## src/rtl/uart_mmio_pkg.sv

```systemverilog
// rtl/uart_mmio_pkg.sv - shared address offsets, load-mux select codes and TX state encoding
package uart_mmio_pkg;

  localparam logic [31:0] TX_OFFSET     = 32'd0;
  localparam logic [31:0] RX_OFFSET     = 32'd4;
  localparam logic [31:0] STATUS_OFFSET = 32'd8;

  localparam logic [1:0] SEL_MEM    = 2'b00;
  localparam logic [1:0] SEL_TX     = 2'b01;
  localparam logic [1:0] SEL_RX     = 2'b10;
  localparam logic [1:0] SEL_STATUS = 2'b11;

  typedef enum logic [1:0] {
    TX_IDLE      = 2'd0,
    TX_START     = 2'd1,
    TX_WAIT_DONE = 2'd2
  } tx_state_t;

endpackage

```

## src/rtl/uart_tx_sequencer.sv

```systemverilog
// rtl/uart_tx_sequencer.sv - TX handshake FSM: latch byte, one-cycle start pulse, wait for done
module uart_tx_sequencer (
  input  logic       clk,
  input  logic       reset,
  input  logic       tx_wr,
  input  logic [7:0] wr_byte,
  input  logic       tx_done,
  output logic       tx_start,
  output logic [7:0] tx_data,
  output logic       tx_busy
);
  import uart_mmio_pkg::*;

  tx_state_t  state_q, state_d;
  logic [7:0] tx_data_q, tx_data_d;

  always_comb begin
    state_d   = state_q;
    tx_data_d = tx_data_q;
    case (state_q)
      TX_IDLE: begin
        if (tx_wr) begin
          tx_data_d = wr_byte;
          state_d   = TX_START;
        end
      end
      TX_START:     state_d = TX_WAIT_DONE;
      TX_WAIT_DONE: if (tx_done) state_d = TX_IDLE;
      default:      state_d = TX_IDLE;
    endcase
  end

  always_ff @(posedge clk) begin
    if (reset) begin
      state_q   <= TX_IDLE;
      tx_data_q <= 8'h00;
    end else begin
      state_q   <= state_d;
      tx_data_q <= tx_data_d;
    end
  end

  assign tx_start = (state_q == TX_START);
  assign tx_busy  = (state_q != TX_IDLE);
  assign tx_data  = tx_data_q;

endmodule

```

## src/rtl/uart_mmio_controller.sv

```systemverilog
// rtl/uart_mmio_controller.sv - memory-mapped UART glue: address decode, RX holding, TX sequencer
// Optional sticky RX overrun flag is built only when UART_RX_OVERRUN_EN is defined.
module uart_mmio_controller #(
  parameter int          DATA_WIDTH = 32,
  parameter logic [31:0] BASE_ADDR  = 32'h1001_0024
) (
  input  logic                  clk,
  input  logic                  reset,
  input  logic                  Mem_Write,
  input  logic                  Mem_Read,
  input  logic [31:0]           Address,
  input  logic [DATA_WIDTH-1:0] Write_Data,
  output logic [1:0]            Dev_Select,
  output logic [DATA_WIDTH-1:0] Dev_Read_Data,
  output logic                  Tx_Start,
  output logic [7:0]            Tx_Data,
  input  logic                  Tx_Done,
  input  logic [7:0]            Rx_Data,
  input  logic                  Rx_Valid
);
  import uart_mmio_pkg::*;

  logic       tx_busy;
  logic       tx_wr;
  logic       rx_rd;
  logic       rx_overrun;
  logic [7:0] rx_hold_q, rx_hold_d;
  logic       rx_full_q, rx_full_d;
  logic       unused_wdata;

  assign unused_wdata = ^Write_Data[DATA_WIDTH-1:8];

  always_comb begin
    Dev_Select = SEL_MEM;
    if (Address == BASE_ADDR + TX_OFFSET)          Dev_Select = SEL_TX;
    else if (Address == BASE_ADDR + RX_OFFSET)     Dev_Select = SEL_RX;
    else if (Address == BASE_ADDR + STATUS_OFFSET) Dev_Select = SEL_STATUS;
  end

  assign tx_wr = Mem_Write && (Dev_Select == SEL_TX);
  assign rx_rd = Mem_Read && (Dev_Select == SEL_RX);

  always_comb begin
    Dev_Read_Data = '0;
    case (Dev_Select)
      SEL_TX:     Dev_Read_Data[7:0] = Tx_Data;
      SEL_RX:     Dev_Read_Data[7:0] = rx_hold_q;
      SEL_STATUS: Dev_Read_Data[2:0] = {rx_overrun, rx_full_q, tx_busy};
      default:    Dev_Read_Data = '0;
    endcase
  end

  // A byte arriving on the same edge as the RX read wins: the fresh byte must not look consumed.
  always_comb begin
    rx_hold_d = rx_hold_q;
    rx_full_d = rx_full_q;
    if (Rx_Valid) begin
      rx_hold_d = Rx_Data;
      rx_full_d = 1'b1;
    end else if (rx_rd) begin
      rx_full_d = 1'b0;
    end
  end

  always_ff @(posedge clk) begin
    if (reset) begin
      rx_hold_q <= 8'h00;
      rx_full_q <= 1'b0;
    end else begin
      rx_hold_q <= rx_hold_d;
      rx_full_q <= rx_full_d;
    end
  end

`ifdef UART_RX_OVERRUN_EN
  logic rx_overrun_q, rx_overrun_d;
  logic status_wr;

  assign status_wr = Mem_Write && (Dev_Select == SEL_STATUS);

  // A new overrun on the clearing edge is kept so that no lost byte goes unreported.
  always_comb begin
    rx_overrun_d = rx_overrun_q;
    if (status_wr) rx_overrun_d = 1'b0;
    if (Rx_Valid && rx_full_q && !rx_rd) rx_overrun_d = 1'b1;
  end

  always_ff @(posedge clk) begin
    if (reset) rx_overrun_q <= 1'b0;
    else       rx_overrun_q <= rx_overrun_d;
  end

  assign rx_overrun = rx_overrun_q;
`else
  assign rx_overrun = 1'b0;
`endif

  uart_tx_sequencer u_tx_seq (
    .clk      (clk),
    .reset    (reset),
    .tx_wr    (tx_wr),
    .wr_byte  (Write_Data[7:0]),
    .tx_done  (Tx_Done),
    .tx_start (Tx_Start),
    .tx_data  (Tx_Data),
    .tx_busy  (tx_busy)
  );

endmodule

```

## config.mk

```make
export PLATFORM = sky130hd
export DESIGN_NAME = uart_mmio_controller
export DESIGN_NICKNAME = d
export VERILOG_FILES = /design/src/rtl/uart_mmio_pkg.sv /design/src/rtl/uart_tx_sequencer.sv /design/src/rtl/uart_mmio_controller.sv
export SDC_FILE = /design/constraint.sdc
export NUM_CORES = 1
export LEC_CHECK = 0
export BUFFER_PORTS_ARGS = -buffer_cell sky130_fd_sc_hd__buf_2
export CORE_MARGIN = 2
export CORE_UTILIZATION = 35
export CTS_BUF_LIST = sky130_fd_sc_hd__clkbuf_8
export DETAILED_ROUTE_END_ITERATION = 6
export PLACE_DENSITY = 0.81
export SETUP_SLACK_MARGIN = 0.02
export SKIP_LAST_GASP = 1
export SLEW_MARGIN = 15
export SYNTH_ARGS = -nofsm -noshare
export SYNTH_HDL_FRONTEND = slang
export SYNTH_SLANG_ARGS = --single-unit
export TNS_END_PERCENT = 30
```

## constraint.sdc

```tcl
create_clock -name clk -period 2.39 [get_ports clk]
set_clock_uncertainty 0.1 [all_clocks]
set_input_delay 0.1195 -clock clk [delete_from_list [all_inputs] [get_ports clk]]
set_output_delay 0.1195 -clock clk [all_outputs]
set_load 0.01 [all_outputs]
```

Yosys cells after proc, flatten, opt, wreduce, memory -nomap -nowiden
Index checks and enable logic that the tools add are counted.
{ "word_totals": {"reg_bits": 19, "inputBits": 78, "output_inout_bits": 43, "wordCells": 31} }
{ "op_classes": {"eq_ne": 10, "mux": 10, "reduce_logical": 7} }
{ "ops": {"columns": ["operator", "n"], "rows": [
  ["32-bit by 29-bit equality test with 1-bit output (second input constant)", 3],
  ["2-bit two-way mux", 5],
  ["5-bit case mux with 2 select lines", 1],
  ["3-bit case mux with 3 select lines", 1],
  ["2-bit equality test (second input constant)", 3],
  ["2-bit case mux with 3 select lines", 1],
  ["2-bit by 1-bit equality test with 1-bit output (second input constant)", 2],
  ["2-bit inequality test (second input constant)", 2],
  ["2-bit AND reduction", 2],
  ["2-bit nonzero test", 2],
  ["1-bit logical AND", 2],
  ["2-bit logical NOT", 1],
  ["1-bit two-way mux", 2]
]} }

Logic depth before layout (Yosys ltp)
{ "depth": {"depth_word": 8, "ltp_mapped": 9, "mapped_depth_nobuf": 7} }

Cells and area by module
From an unflattened synthesis, not the netlist that was laid out.
{ "unflattened": {"hier_cells": 136, "hier_area_um2": 1218.7} }
{ "modules_own_cells": {"columns": ["mod", "n_inst", "cells_per_inst", "area_per_inst_um2", "seq_area_each_um2"], "rows": [
  ["uart_mmio_controller", 1, 94, 770.7, 180.2],
  ["uart_tx_sequencer", 1, 42, 447.9, 200.2]
]} }

Worst setup path before layout
Ideal clock, no wire load.
{ "synth_timing": {"path_kind": "input-to-reg", "startpoint": "input port Address[26]", "endpoint": "register u_tx_seq.tx_data_q[0] (netlist: u_tx_seq.tx_data[0])", "setup_ps": 70, "arrival_ps": 2343, "required_time_ps": 2220, "slack_ps": -123, "path_stages": 8, "path_buffers": 2, "cell_sequence": "or4b_4 nor4_1 ha_1 buf_2 nor4bb_1 clkbuf_1 nand2_1 a21oi_1"} }
{ "synth_between": {"elab_chain_len": 7, "elab_cells_between_ends": 9, "cone_classes": "eq/ne: 4; mux: 3; reduce/logical: 2"} }
{ "synth_rtl": {"columns": ["element", "line", "source"], "rows": [
  ["from (decl)", "uart_mmio_controller.sv:11", "input logic [31:0] Address,"],
  ["32-bit by 29-bit equality test with 1-bit output", "uart_mmio_controller.sv:37", "else if (Address == BASE_ADDR + STATUS_OFFSET) Dev_Select = SEL_STATUS;"],
  ["2-bit two-way mux", "uart_mmio_controller.sv:37", null],
  ["2-bit two-way mux", "uart_mmio_controller.sv:36", "else if (Address == BASE_ADDR + RX_OFFSET) Dev_Select = SEL_RX;"],
  ["2-bit two-way mux (*)", "uart_mmio_controller.sv:35", "if (Address == BASE_ADDR + TX_OFFSET) Dev_Select = SEL_TX;"],
  ["named net Dev_Select[0]", "uart_mmio_controller.sv:13", "output logic [1:0] Dev_Select,"],
  ["2-bit by 1-bit equality test with 1-bit output (*)", "uart_mmio_controller.sv:40", "assign tx_wr = Mem_Write && (Dev_Select == SEL_TX);"],
  ["1-bit logical AND (*)", "uart_mmio_controller.sv:40", null],
  ["2-bit AND reduction (no source line) (*)", null, null],
  ["to (signal assigned)", "uart_tx_sequencer.sv:39", "tx_data_q <= tx_data_d;"],
  ["to (decl)", "uart_tx_sequencer.sv:15", "logic [7:0] tx_data_q, tx_data_d;"]
]} }
The timed path passes the listed nets; every way through them passes the cells marked *.
A chain may end at the register's enable or synchronous reset.

Worst setup path after layout
{ "layout_timing": {"startpoint": "input port Address[31]", "endpoint": "output port Dev_Read_Data[1]"} }
{ "layout_between": {"elab_chain_len": 6, "elab_cells_between_ends": 10, "cone_classes": "eq/ne: 6; mux: 4"} }
{ "layout_rtl": {"columns": ["element", "line", "source"], "rows": [
  ["32-bit by 29-bit equality test with 1-bit output", "uart_mmio_controller.sv:37", null],
  ["2-bit two-way mux", "uart_mmio_controller.sv:37", null],
  ["2-bit two-way mux", "uart_mmio_controller.sv:36", null],
  ["2-bit two-way mux (*)", "uart_mmio_controller.sv:35", null],
  ["2-bit equality test / 2-bit by 1-bit equality test with 1-bit output (equally long branches)", "uart_mmio_controller.sv:45", "case (Dev_Select)"],
  ["3-bit case mux with 3 select lines (*)", "uart_mmio_controller.sv:45", null],
  ["to (decl)", "uart_mmio_controller.sv:14", "output logic [DATA_WIDTH-1:0] Dev_Read_Data,"]
]} }
Every way passes the cells marked *; elsewhere a longest branch is shown, timed or not.

==> impl_metrics.ini <==
[final_layout]
num-nets-final = 303
final_util = 0.552
drive_above_1_share = 0.423
nFillCells = 301
diodes = 0
area_delta_synth_final_pct = 49.9

[power]
p_leak_nw = 0.801
power.share.clock = 0.345
sw_frac_of_total = 0.252
pwr-share-seq = 0.500
p_sw_w = 0.000166
pwr-share-comb = 0.155
fin_total_pwr_w = 0.000661
p_per_area_nw_per_um2 = 392
ir_drop_mv = 0.304
p_int_w = 0.000495

[detailed_routing]
drt_pre_antenna_iters = 4
postRouteWirelength_um = 3140
ant_nets = 0
drt-wirelength-per-cell_um = 11.9
vias = 1191
remaining_drc_errors = 0
viasPerCell = 4.51
drt_iter0_drc = 14

[synthesis]
synth_top_cell_area_share = 0.338
ys_ff_latch = 19
yosysSeqAreaShare = 0.338
synthCells = 138
synth_area_um2 = 1120
yosysTopAreaCell = dfxtp_1
synthTopCellsByArea = dfxtp_1 (34%), buf_4 (16%), mux2i_1 (7.1%), nand2_1 (6.7%), nor2_1 (5.0%)
yosysUniqueCellTypes = 21
ys.flop_type = dfxtp_1
syn_avg_cell_area_um2 = 8.15
synth-edff-count = 0
yosysWarnings = 0
synth-async-reset-ratio = 0

[clock_network]
cts_tree = done
cts.htree.levels = 1
insertion_delay_ns = 0.26
clkTransAtPathRegs_ns = 0.07
clk_path_buf_depth = 2
cts_root_buf = clkbuf_8
numCtsBuffers = 3
cts_sinks = 19

[floorplan]
fp.dieW_um = 60.7
start_util = 0.368
ioPinCount = 121
fp-row-count = 20
die_h_um = 60.7
dieArea_um2 = 3680
core_area_um2 = 3050

[worst_setup_path]
max_stage_delay_ns = 0.59
cp_max_fo = 4
crit_family = simple AND/OR/NAND/NOR gates
crit_path_start_kind = primary input
cp.required_ns = 2.17
critPathBufInv = 2
arrival_ns = 2.15
crit_chain = buf_6, or4b_4, or4_4, ha_4, a222oi_1, nor2_1, buf_2
cp-end-kind = primary output
crit_type = in2out
crit_slowest_cell = or4_4

[global_routing]
first_global_vias = 1084
grt_start_max_net_pins = 20
grt_pass1_wl_um = 4670
grt-ovfl-total = 0
antenna_found_initial = 0
grt.total_usage = 0.168

[sta]
drv_slew = 0
tns_ns = 0
setup_ws_ns = 0.0190
setup_viol = 0
min_period_ns = 2.37
max_freq_mhz = 422
rsz0062_at_grt = yes
period_share = 0.992
hold_ws_ns = -0.00134
hold_viol = 1

[outcome]
outcome = finished with violations
violations = hold timing

[placement]
port-buffer-count = 72
place_ws_ns = -0.131
gp_congestion = 0.731
dp.final_hpwl_um = 2300

[worst_hold_path]
hold_class = in2reg

[run]
drv_cap = 0
==> Yosys cell counts, types with 2 or more instances <==
library cell and n:
a21oi_1 11, a22oi_1 7, buf_4 24, clkbuf_1 6, dfxtp_1 19, ha_1 4, mux2i_1 8, nand2_1 20
nor2_1 15, nor2b_1 6, nor4_1 6, nor4b_1 2, or4_1 2
==> cell type report <==
class	count	area (um2)	share of cell area
Multi-Input combinational cell	111	701	0.415
Timing Repair Buffer	86	504	0.299
Sequential cell	19	380	0.226
Tap cell	44	55.1	0.0326
Clock buffer	3	41.3	0.0245
Clock inverter	1	5.00	0.00297
==> worst register-to-register path, delay by kind of cell, from the launching register on <==
kind	cells	cell delay (ns)
simple gates	2	0.46
buf+inv	1	0.17
flops	1	0.35
compound gates	1	0.13
==> per-layer routing <==
layer,track usage,wire length [um],up-vias
met5,0,0,-
met4,0.0590,51,0
met3,0.0384,154,7
met2,0.292,1670,41
met1,0.205,1260,553
li1,-,-,590
==> final timing paths <==
path | startpoint | cells after the start | to | slack [ns]
min | Rx_Data[6] | 3 | rx_hold_q[6] | -0.001
max reg2reg | u_tx_seq.state_q[1] | 4 | u_tx_seq.tx_data[6] | 1.11
max | Address[31] | 7 | Dev_Read_Data[1] | 0.02
min reg2reg | u_tx_seq.tx_data[0] | 2 | u_tx_seq.tx_data[0] | 0.38
==> registers in the layout, summed over array words and instances, names as in the netlist <==
| name | flops |
|---|---|
| rx_hold_q | 8 |
| u_tx_seq.state_q | 2 |
| u_tx_seq.tx_data | 8 |
| rx_full_q | 1 |
==> metrics by stage <==
step           area (um2)  cells
6_report             1690    264
5_1_grt              1690    264
4_1_cts              1600    262
3_5_place_dp         1480    251
3_3_place_gp         1480    251
2_1_floorplan        1220    161
==> logic make-up (layout without fill, tap and decap cells) <==
family / after synthesis / in the layout / synth area share
and+or+nand+nor: 55 / 55 / 0.249
muxes: 8 / 8 / 0.0712
adders and majority gates: 4 / 4 / 0.0445
AOI/OAI and AO/OA: 20 / 20 / 0.109
DFF: 19 / 19 / 0.338
buffers and inverters: 31 / 90 / 0.185
other: 1 / 24 / 0.00333
==> layout by cell type, fill, tap and decap left out, types with 2 or more instances in the layout <==
cell type      instances
dlygate4sd3_1          8
a22oi_1                6
a21oi_1               11
buf_2                 71
nor2b_1                6
or4_4                  2
conb_1                24
nor4_1                 3
nor4_2                 3
ha_4                   2
clkbuf_8               3
mux2i_1                8
dfxtp_1               19
buf_4                  5
ha_1                   2
nor2_1                15
nand2_1               20
==> power by group through the flow <==
stage                     sequential (W)  clock [W]  combinational (W)
after global placement          0.000337          0          0.0000846
after detailed placement        0.000338          0          0.0000859
after global routing            0.000332   0.000248           0.000114
final                           0.000331   0.000228           0.000102
after CTS                       0.000330   0.000229          0.0000957
after floorplan                 0.000336          0          0.0000704
==> timing repair <==
action,in CTS,in global routing
gates resized for setup,2,11
hold buffers,7,1
setup endpoints to repair,8,14
endpoints found under the hold margin,7,1
pin swaps,1,6
setup buffers,0,1
Note: power is estimated with default switching activity, not from simulation.
